===== src/rtl/wb_slave_mem.sv =====
// Wishbone classic slave with a small byte-lane-writable memory and programmable wait states.
// Define WB_SLAVE_MEM_ERR_EN to terminate out-of-range accesses with err_o instead of ack_o.
module wb_slave_mem #(
  parameter int WB_ADDR_WIDTH  = 32,
  parameter int WB_DATA_WIDTH  = 16,
  parameter int MEM_DEPTH_LOG2 = 4,
  parameter int WAIT_STATES    = 2
) (
  input  logic                     hclk,
  input  logic                     hresetn,
  input  logic                     cyc_i,
  input  logic                     stb_i,
  input  logic                     we_i,
  input  logic [WB_ADDR_WIDTH-1:0] adr_i,
  input  logic [WB_DATA_WIDTH-1:0] dat_i,
  input  logic [1:0]               sel_i,
  output logic [WB_DATA_WIDTH-1:0] dat_o,
  output logic                     ack_o,
  output logic                     err_o
);

  localparam int DEPTH = 1 << MEM_DEPTH_LOG2;

`ifdef WB_SLAVE_MEM_ERR_EN
  localparam bit ERR_EN = 1'b1;
`else
  localparam bit ERR_EN = 1'b0;
`endif

  typedef enum logic [1:0] {
    IDLE = 2'd0,
    WAIT = 2'd1,
    ACK  = 2'd2
  } state_t;

  state_t                     state_q, state_d;
  logic [3:0]                 cnt_q, cnt_d;
  logic                       we_q, we_d;
  logic [WB_ADDR_WIDTH-1:0]   adr_q, adr_d;
  logic [WB_DATA_WIDTH-1:0]   dat_q, dat_d;
  logic [1:0]                 sel_q, sel_d;
  logic                       ack_q, ack_d;
  logic                       err_q, err_d;
  logic [WB_DATA_WIDTH-1:0]   rdata_q, rdata_d;
  logic [WB_DATA_WIDTH-1:0]   mem_q [DEPTH];
  logic [WB_DATA_WIDTH-1:0]   mem_d [DEPTH];

  logic                       cur_we;
  logic [WB_ADDR_WIDTH-1:0]   cur_adr;
  logic [WB_DATA_WIDTH-1:0]   cur_dat;
  logic [1:0]                 cur_sel;
  logic                       in_range;
  logic [MEM_DEPTH_LOG2-1:0]  word_idx;
  logic                       acc_go;
  logic                       unused_adr_bit;

  // With zero wait states the access completes straight out of IDLE, before the latches are loaded.
  always_comb begin
    cur_we  = we_q;
    cur_adr = adr_q;
    cur_dat = dat_q;
    cur_sel = sel_q;
    if (state_q == IDLE) begin
      cur_we  = we_i;
      cur_adr = adr_i;
      cur_dat = dat_i;
      cur_sel = sel_i;
    end
    in_range = (cur_adr[WB_ADDR_WIDTH-1:MEM_DEPTH_LOG2+1] == '0);
    word_idx = cur_adr[MEM_DEPTH_LOG2:1];
  end

  assign unused_adr_bit = cur_adr[0];

  always_comb begin
    state_d = state_q;
    cnt_d   = cnt_q;
    we_d    = we_q;
    adr_d   = adr_q;
    dat_d   = dat_q;
    sel_d   = sel_q;
    ack_d   = 1'b0;
    err_d   = 1'b0;
    rdata_d = '0;
    mem_d   = mem_q;
    acc_go  = 1'b0;

    unique case (state_q)
      IDLE: begin
        if (cyc_i && stb_i) begin
          we_d  = we_i;
          adr_d = adr_i;
          dat_d = dat_i;
          sel_d = sel_i;
          cnt_d = 4'(WAIT_STATES);
          if (WAIT_STATES == 0) begin
            state_d = ACK;
            acc_go  = 1'b1;
          end else begin
            state_d = WAIT;
          end
        end
      end
      WAIT: begin
        if (!cyc_i) begin
          state_d = IDLE;
          cnt_d   = '0;
        end else begin
          cnt_d = cnt_q - 4'd1;
          if (cnt_q <= 4'd1) begin
            state_d = ACK;
            acc_go  = 1'b1;
          end
        end
      end
      ACK: begin
        state_d = IDLE;
      end
      default: begin
        state_d = IDLE;
        cnt_d   = '0;
      end
    endcase

    // Commit and terminate on the edge that enters ACK, so outputs are registered for the ACK cycle.
    if (acc_go) begin
      err_d = ERR_EN && !in_range;
      ack_d = !(ERR_EN && !in_range);
      if (in_range) begin
        if (cur_we) begin
          if (cur_sel[0]) mem_d[word_idx][7:0]  = cur_dat[7:0];
          if (cur_sel[1]) mem_d[word_idx][15:8] = cur_dat[15:8];
        end else begin
          rdata_d = mem_q[word_idx];
        end
      end
    end
  end

  always_ff @(posedge hclk or negedge hresetn) begin
    if (!hresetn) begin
      state_q <= IDLE;
      cnt_q   <= '0;
      we_q    <= 1'b0;
      adr_q   <= '0;
      dat_q   <= '0;
      sel_q   <= '0;
      ack_q   <= 1'b0;
      err_q   <= 1'b0;
      rdata_q <= '0;
      mem_q   <= '{default: '0};
    end else begin
      state_q <= state_d;
      cnt_q   <= cnt_d;
      we_q    <= we_d;
      adr_q   <= adr_d;
      dat_q   <= dat_d;
      sel_q   <= sel_d;
      ack_q   <= ack_d;
      err_q   <= err_d;
      rdata_q <= rdata_d;
      mem_q   <= mem_d;
    end
  end

  assign dat_o = rdata_q;
  assign ack_o = ack_q;
  assign err_o = err_q;

endmodule


===== config.mk =====
export PLATFORM = sky130hd
export DESIGN_NAME = wb_slave_mem
export DESIGN_NICKNAME = d
export VERILOG_FILES = /design/src/rtl/wb_slave_mem.sv
export SDC_FILE = /design/constraint.sdc
export NUM_CORES = 1
export LEC_CHECK = 0
export CAP_MARGIN = 20
export CORE_MARGIN = 10
export CORE_UTILIZATION = 60
export CTS_CLUSTER_DIAMETER = 120
export DETAILED_ROUTE_END_ITERATION = 6
export GPL_ROUTABILITY_DRIVEN = 0
export PLACE_DENSITY = 0.92
export SLEW_MARGIN = 20
export SYNTH_ARGS = -nofsm -noshare
export SYNTH_HDL_FRONTEND = slang
export SYNTH_SLANG_ARGS = --single-unit

===== constraint.sdc =====
create_clock -name hclk -period 4.6 [get_ports hclk]
set_input_delay 0.46 -clock hclk [delete_from_list [all_inputs] [get_ports hclk]]
set_output_delay 0.46 -clock hclk [all_outputs]
set_load 0.1 [all_outputs]

==> results of run 1 <==
path summary, 6_finish.rpt:
kind / start / endpoint / slack (ps) / cells after the start
max in group asynchronous: hresetn / mem_q[42]$_DFFE_PN0P_ / 3590 / 2
max: state_q[0]$_DFFE_PN0P_ / dat_o[4]$_DFF_PN0_ / 1070 / 5
min: hresetn / mem_q[66]$_DFFE_PN0P_ / -30 / 1
min reg2reg: dat_q[15]$_DFFE_PN0P_ / dat_q[15]$_DFFE_PN0P_ / 480 / 2
min in group hclk: adr_i[7] / adr_q[7]$_DFFE_PN0P_ / 450 / 3
max reg2reg: state_q[0]$_DFFE_PN0P_ / dat_o[4]$_DFF_PN0_ / 1070 / 5
layout by cell type (no fill, tap or decap), types with 4 or more instances in the layout:
master,count
nand3_2,4
o21ai_0,72
nand3_4,30
mux2_2,213
clkbuf_8,6
nor2_1,18
clkinv_2,8
and3_1,5
nor2_2,9
nand4_1,18
nor4_1,13
nor3_1,4
nand2_1,196
clkbuf_1,6
a31oi_4,4
clkdlybuf4s50_1,69
dfrtp_1,329
nand3_1,6
buf_4,15
clkbuf_16,31
inv_1,8
o22ai_1,130
mux2_1,43
logic make-up (layout without fill, tap and decap cells):
group / count (synthesis) / count (layout) / synth area share (%)
flops: 329 / 329 / 56.11
simple gates: 315 / 315 / 12.33
mux: 256 / 256 / 19.65
compound gates: 216 / 216 / 8.946
buf+inv: 79 / 152 / 2.644
fa+ha+maj: 2 / 2 / 0.1705
xor+xnor: 2 / 2 / 0.1194
other cells: 1 / 1 / 0.02556
per-stage QoR:
stage	utilization [%]	total power, mW	hold slack [ps]	setup WS, ps	area (um^2)
after global placement	64.72	5.174	458.4	1262	15650
after CTS	68.78	7.822	63.47	1145	16630
after detailed placement	64.72	5.304	462.5	1118	15650
after floorplan	-	4.660	164.4	2345	14670
final	68.78	7.866	-31.61	1067	16630
after global routing	68.78	8.187	75.26	969.1	16630
worst max-delay path: stages, from the launching register on:
cell	delay, ps
dfrtp_1	590
or2_1	520
nand4_1	280
a22oi_4	870
nand2_1	760
nor2_1	380
registers in the layout (all words and copies together), names as in the netlist:
signal,cells
we_q,1
state_q,2
sel_q,2
adr_q,31
dat_o,16
ack_o,1
dat_q,16
cnt_q,4
mem_q,256
final cells by class:
type | count | area [um^2]
flip-flops and latches | 329 | 8233
clock inverters | 13 | 101.3
fillers | 1454 | 7547
repair buffers | 88 | 878.3
inverters | 8 | 30.03
well taps | 324 | 405.4
multi-input cells | 792 | 6101
clock buffers | 43 | 880.8
metal layers:
| metal | GRT usage [%] | routed length (um) |
|---|---|---|
| met2 | 38.37 | 18140 |
| met3 | 4.870 | 2999 |
| met5 | 0 | 0 |
| met4 | 8.336 | 980 |
| met1 | 30.08 | 14540 |
where the power goes:
part	switching, mW	internal, mW	leakage (nW)
combinational	1.50	0.621	3.10
sequential	0.162	3.10	4.51
clock	1.10	1.39	0.483
synth_stat cells (7+ instances only):
library cell	n
nand3_4	30
o21ai_0	72
nand2_1	196
o22ai_1	130
nor2_1	18
dfrtp_1	329
clkbuf_1	33
nand4_1	18
mux2_1	43
nand3_1	7
buf_4	8
inv_1	8
nor2_2	9
nor4_1	13
mux2_2	213
buf_2	25
==> results.toml, run 1 <==
[cts]
clk_pin_slew_worst_paths_ps = 70
cts_setup_buffers = 0
clock_latency_ps = 570
cts_tree = "yes"
cts_buffers = 31
clk_root_buffer_cell = "clkbuf_16"
ctsLongestPathBuffers = 3
clock_sinks = 329
cts_hold_buffers = 0
ctsResizeCount = 0
h-tree-depth = 1

[synth]
yosysWarnings = 0
syn_nets = 1257
synth-main-ff-cell = "dfrtp_1"
avgSynthCellArea_um2 = 12.23
syn_area_um2 = 14670
synth_edf_count = 0
yosys-top-cells-area = "dfrtp_1 56%, mux2_2 16%, o22ai_1 5.5%"
seq_area_frac_synth_pct = 56.11
ys_ff_latch = 329
synthCells = 1200
yosys.cell_types.count = 41
synth_top_area_share_pct = 56.11
synth_top_cell_by_area = "dfrtp_1"
synthArstFlopShare_pct = 100.0

[floorplan]
die_x_um = 176.4
start_util_pct = 60.68
die_h_um = 176.4
core_um2 = 24180
io_pins = 73
die-area_um2 = 31110
std_cell_rows = 57

[cells_and_area]
areaGrowthSynthToFinish_pct = 13.35
drive_gt1_share_pct = 26.39
fin_cells = 1597
nets = 1307
antenna_cells = 0

[global_route]
grt.overflow.total = 0
grtUsageTotal_pct = 23.31
first_global_vias = 10982
antenna_found_initial = 0
grt_max_degree = 137
grt_pass1_wl_um = 59270

[drt]
wl_per_cell_um = 22.95
routed_wirelength_um = 36660
firstDrtPassIters = 7
drt-vias-per-instance = 6.542
remaining_drc_errors = 0
vias = 10448
drt_iter0_markers = 1069
ant_nets = 0

[hold_path]
hp-class = "in2async"

[timing]
finalCritPeriodShare_pct = 76.81
finClkSkew_ps = 12.11
whs_ps = -31.61
period_minus_slack_ps = 3533
tns_ps = 0
hold_viol_final = 10
fmax_mhz = 283.0
final_max_slew_viol_count = 0
tightest_slew_ps = 1047
slew_headroom_pct = 30.23
finalSetupViolCount = 0
rsz0062_at_grt = "false"

[placement]
port_buffers = 70
placed_cells = 1541
place_hpwl_um = 22650

[critical_path]
worstSetupPathType = "reg2reg"
cp.arrival_ps = 3990
worstSetupEndpointType = "flop"
path_max_fanout = 16
start_kind = "flop"
required_ps = 5050

[job]
drv_cap = 0

[pwr]
power_density_nw_per_um2 = 473.0
ir_drop_mv = 0.4202
leakage_nw = 8.092

[outcome]
violations = "negative hold slack"
status = "complete, but fails checks"
(Power assumes the default switching activity.)
==> run 2: changes to the inputs <==
Settings changed: CORE_UTILIZATION 60 to 54, PLACE_DENSITY 0.92 to 0.88.
Clock period 4.6 ns to 3.2 ns, I/O delays scaled along.
==> run 2 against run 1 <==
  * The run now ends clean
  * Core utilization down 6.5 points
  * Fmax rose by 20%
  * Critical path type unchanged
  * Register-to-register slack got worse by 820 ps
  * Setup slack lost 820 ps
==> results.toml, run 2 (synthesis results as in run 1) <==
[cells_and_area]
biggestRegsByFlops = "mem_q (256), adr_q (31)"
drive_gt1_share_pct = 26.56
layout_commonest_cell = "dfrtp_1"
antenna_cells = 0
largest-register = "mem_q"
areaGrowthSynthToFinish_pct = 14.11
layout_common_cells = "329 x dfrtp_1, 213 x mux2_2, 196 x nand2_1"
nets = 1315
largest_reg_flops = 256

[cts]
h-tree-depth = 1
ctsLongestPathBuffers = 3
clock_latency_ps = 570
ctsResizeCount = 0
clk_pin_slew_worst_paths_ps = 60
cts_buffers = 30
clock_sinks = 329
cts_setup_buffers = 0
cts_tree = "yes"
clk_root_buffer_cell = "clkbuf_16"

[outcome]
status = "finished, final reports clean"

[critical_path]
cp.arrival_ps = 3400
worstSetupPathType = "reg2reg"
cp-startpoint = "state_q[0]$_DFFE_PN0P_"
crit_family = "simple AND/OR/NAND/NOR gates"
slowest_stage = "dfrtp_1"
worstSetupEndpointType = "flop"
crit_chain = "or2_1, buf_4, nand4_1, a22oi_4, buf_12, nand2_1, nor2_1"
reg2reg_slack_ps = 250
required_ps = 3650
ff2ff_path_depth = 7
path_max_fanout = 33
r2r_start = "state_q[0]$_DFFE_PN0P_"
max_stage_delay_ps = 610
start_kind = "flop"
critPathBufInv = 2
r2r_end = "dat_o[6]$_DFF_PN0_"

[global_route]
first_global_vias = 10779
grt_pass1_wl_um = 57500
grt.overflow.total = 0
grt_max_degree = 102
antenna_found_initial = 1
grtUsageTotal_pct = 20.54

[drt]
wl_per_cell_um = 21.40
firstDrtPassIters = 6
remaining_drc_errors = 0
ant_nets = 0
vias = 10084
drt_iter0_markers = 763
drt-vias-per-instance = 6.221
routed_wirelength_um = 34690

[floorplan]
std_cell_rows = 60
die_x_um = 184.8
die-area_um2 = 34160
die_h_um = 184.8
start_util_pct = 54.59
core_um2 = 26880
io_pins = 73

[timing]
hold_viol_final = 0
finalSetupViolCount = 0
period_minus_slack_ps = 2951
slew_headroom_pct = 32.19
tightest_slew_ps = 1014
final_max_slew_viol_count = 0
fmax_mhz = 338.9
tns_ps = 0
finClkSkew_ps = 26.73
whs_ps = 318.4
finalCritPeriodShare_pct = 92.22
rsz0062_at_grt = "false"

[placement]
port_buffers = 70
place_hpwl_um = 22030

[pwr]
power_density_nw_per_um2 = 676.0
ir_drop_mv = 0.6332
leakage_nw = 8.142

[hold_path]
hp-class = "in2async"

[job]
drv_cap = 0
[run 2: report_power, final]
group	switching (mW)	leakage [nW]	total (mW)	internal, mW
clock network	1.50	0.484	3.57	2.07
logic	2.13	3.14	3.07	0.940
registers	0.228	4.51	4.68	4.46
total	3.85	8.14	11.3	7.46
[run 2: through the flow]
stage	cells	cell area [um^2]	total power, mW	utilization (%)	setup slack (ps)
final	1621	16740	11.32	62.29	248.9
after floorplan	1200	14670	6.698	-	945.1
after global placement	1566	15750	7.512	58.59	352.9
after global routing	1621	16740	11.83	62.29	182.4
after detailed placement	1566	15750	7.668	58.59	300.5
after CTS	1621	16740	11.27	62.29	316.6
[run 2: routing by layer]
layer	vias up	track usage (%)	part of all wire (%)
li1	4470	-	-
met1	5107	25.66	40
met2	424	34.95	50
met3	81	4.369	7.3
met4	2	6.372	2.2
met5	-	0	0.058
[run 2: repair_timing]
item | in CTS | in global routing
hold buffers | 1 | 0
endpoints found under the setup margin | 0 | 0
hold endpoints to repair | 67 | 0
[run 2: area by class of cell]
class	instances	area (um^2)
multi-input cells	792	6106
repair buffers	97	960.9
clock inverters	8	92.59
well taps	341	426.7
inverters	8	30.03
clock buffers	46	892.1
fillers	1851	10130
flip-flops and latches	329	8233
[run 2: worst max path at each step]
stage,to,cells past startpoint
finish,dat_o[6]$_DFF_PN0_,7
global route,dat_o[6]$_DFF_PN0_,7
CTS,dat_o[6]$_DFF_PN0_,7
detailed placement,dat_o[6]$_DFF_PN0_,8
global placement,dat_o[1]$_DFF_PN0_,8
floorplan,mem_q[160]$_DFFE_PN0P_,8
==> run 3: changes to the inputs <==
Settings changed: ABC_AREA set to 1, CAP_MARGIN 20 to not set, CORE_ASPECT_RATIO set to 1.25, CORE_UTILIZATION 54 to 56, PLACE_DENSITY 0.88 to 0.89.
==> run 3 against run 2 <==
  * Cell area rose by 19%
  * Die area rose by 16%
  * Total power fell by 0.34%
  * Core utilization rose by 0.34 points
  * Worst hold slack improved by 44 ps
  * Combinational power fell by 6%
  * Critical path depth did not move
  * Largest power group unchanged
  * Non-clock buffer count rose by 17
  * Sequential power fell by 2%
  * Sequential share of layout area fell by 7.7 points
  * Via count rose by 57%
  * Highest routed layer is now met4
==> results.toml, run 3 <==
[cells_and_area]
n_fill_cell = 2505
nets = 2461
fin_cells = 2835
layout_common_cells = "730 x nand2_1, 329 x dfrtp_1, 294 x inv_1"
layout_commonest_cell = "nand2_1"
antenna_cells = 0
biggestRegsByFlops = "mem_q (256), adr_q (31)"
largest_reg_flops = 256
drive_gt1_share_pct = 6.108
largest-register = "mem_q"
areaGrowthSynthToFinish_pct = 10.59

[hold_path]
hp-start = "adr_i[17]"
hp-class = "in2reg"
whs_endpoint = "adr_q[17]$_DFFE_PN0P_"
hold_depth = 3

[critical_path]
crit_family = "simple AND/OR/NAND/NOR gates"
max_stage_delay_ps = 570
ff2ff_path_depth = 7
path_max_fanout = 17
cp.arrival_ps = 3230
required_ps = 3650
r2r_end = "mem_q[108]$_DFFE_PN0P_"
critPathBufInv = 1
crit_chain = "nor2_4, o21ai_2, nor2_1, nand2_2, inv_2, nand3_1, nand2_1"
worstSetupEndpointType = "flop"
worstSetupPathType = "reg2reg"
r2r_start = "state_q[0]$_DFFE_PN0P_"
start_kind = "flop"
reg2reg_slack_ps = 420
slowest_stage = "nor2_1"

[drt]
drt-vias-per-instance = 5.578
routed_wirelength_um = 46650
wl_per_cell_um = 16.45
firstDrtPassIters = 6
vias = 15814
remaining_drc_errors = 0
drt_iter0_markers = 1828
ant_nets = 0

[synth]
synth_top_area_share_pct = 45.87
seq_area_frac_synth_pct = 45.87
ys_ff_latch = 329
synth_top_cell_by_area = "dfrtp_1"
syn_nets = 2473
synth.most_common_cell = "nand2_1"
yosysWarnings = 0
synth_common_cells = "731 x nand2_1, 329 x dfrtp_1, 294 x inv_1, 277 x nand3_1, 256 x o21bai_1"
yosys.cell_types.count = 30
synthArstFlopShare_pct = 100.0
yosys-top-cells-area = "dfrtp_1 46%, nand2_1 15%, o21bai_1 11%"
avgSynthCellArea_um2 = 7.430
synthCells = 2416
synth-main-ff-cell = "dfrtp_1"
syn_area_um2 = 17950
synth_edf_count = 0

[job]
drv_cap = 0

[pwr]
power_density_nw_per_um2 = 568.2
leakage_nw = 9.400
ir_drop_mv = 0.5132
power_mw = 11.28

[cts]
cts_hold_buffers = 1
clk_pin_slew_worst_paths_ps = 60
h-tree-depth = 2
clk_root_buffer_cell = "clkbuf_16"
cts_tree = "yes"
clock_sinks = 329
ctsResizeCount = 0
clock_latency_ps = 520
ctsLongestPathBuffers = 3
cts_buffers = 35
cts_setup_buffers = 0

[floorplan]
core_um2 = 31690
die_x_um = 180.1
die-area_um2 = 39660
start_util_pct = 56.63
die_h_um = 220.2
std_cell_rows = 73
io_pins = 73

[timing]
hold_viol_final = 0
fmax_mhz = 359.3
finClkSkew_ps = 20.52
tns_ps = 0
tightest_slew_ps = 989.6
rsz0062_at_grt = "false"
finalCritPeriodShare_pct = 86.97
finalSetupViolCount = 0
final_max_slew_viol_count = 0
whs_ps = 362.5
slew_headroom_pct = 33.82
period_minus_slack_ps = 2783

[global_route]
first_global_vias = 15751
grt_max_degree = 129
grtUsageTotal_pct = 23.00
antenna_found_initial = 0
grt.overflow.total = 0
grt_pass1_wl_um = 77470

[placement]
port_buffers = 70
placed_cells = 2778
place_hpwl_um = 29120

[outcome]
status = "finished, final reports clean"
run 3: cell types whose count changed in the layout (fill, tap and decap cells not counted), moves of 51 or more:
cell,previous run,this run
inv_1,8,294
mux2_2,213,0
nand2_1,196,730
nand3_1,6,277
nor2_1,18,151
o21ai_0,72,123
o21bai_1,0,256
o22ai_1,130,1
run 3: final cells by class:
class | count | area, um^2 | area share [%]
sequential | 329 | 8233 | 41.47
clock inverter | 5 | 42.54 | 0.2143
timing repair buffer | 114 | 1139 | 5.736
inverter | 318 | 1194 | 6.013
tap | 412 | 515.5 | 2.597
multi-input combinational | 1606 | 7720 | 38.89
clock buffer | 51 | 1007 | 5.074
run 3: worst reg2reg max path, stage by stage (launching register included):
cell	delay, ps
dfrtp_1	440
nor2_4	350
o21ai_2	190
nor2_1	580
nand2_2	440
inv_2	420
nand3_1	170
nand2_1	120
run 3: cells by family (layout without fill, tap and decap cells):
kind of cell,after synthesis,in the layout,synth area share (%)
buffers and inverters,481,488,11.40
adder cells (fa/ha/maj),2,2,0.1394
AND/OR/NAND/NOR,1193,1193,27.42
other,1,1,0.02089
AO/OA/AOI/OAI,408,408,15.06
XOR/XNOR,2,2,0.09761
flip-flops,329,329,45.87
run 3: stage by stage:
step	setup slack, ps	utilization, %	instance area (um^2)
after floorplan	1378	-	17950
after global placement	535.3	59.28	18790
after detailed placement	491.4	59.28	18790
after CTS	471.5	62.62	19850
after global routing	269.5	62.63	19850
final	416.9	62.63	19850
run 3: per-layer routing:
metal  GRT usage, %  share of wire, %  up-vias
met3          3.366               7.4      121
met5              0                 0        -
met2          40.00                50      719
met1          28.21                39     7465
li1               -                 -     7509
met4          9.855               3.4        0
run 3: worst max-delay path by stage:
stage,startpoint,to,slack (ps),cells after the start
after floorplan,cnt_q[0]$_DFFE_PN0P_,mem_q[10]$_DFFE_PN0P_,1380,11
after global placement,adr_i[4],mem_q[96]$_DFFE_PN0P_,540,9
after detailed placement,adr_i[4],mem_q[96]$_DFFE_PN0P_,490,9
after CTS,state_q[0]$_DFFE_PN0P_,mem_q[108]$_DFFE_PN0P_,470,7
after global routing,state_q[0]$_DFFE_PN0P_,mem_q[108]$_DFFE_PN0P_,270,7
final,state_q[0]$_DFFE_PN0P_,mem_q[108]$_DFFE_PN0P_,420,7
run 3: report_power, final:
group	switching, mW	internal [mW]
registers	0.138	4.43
logic	2.33	0.574
clock network	1.63	2.18
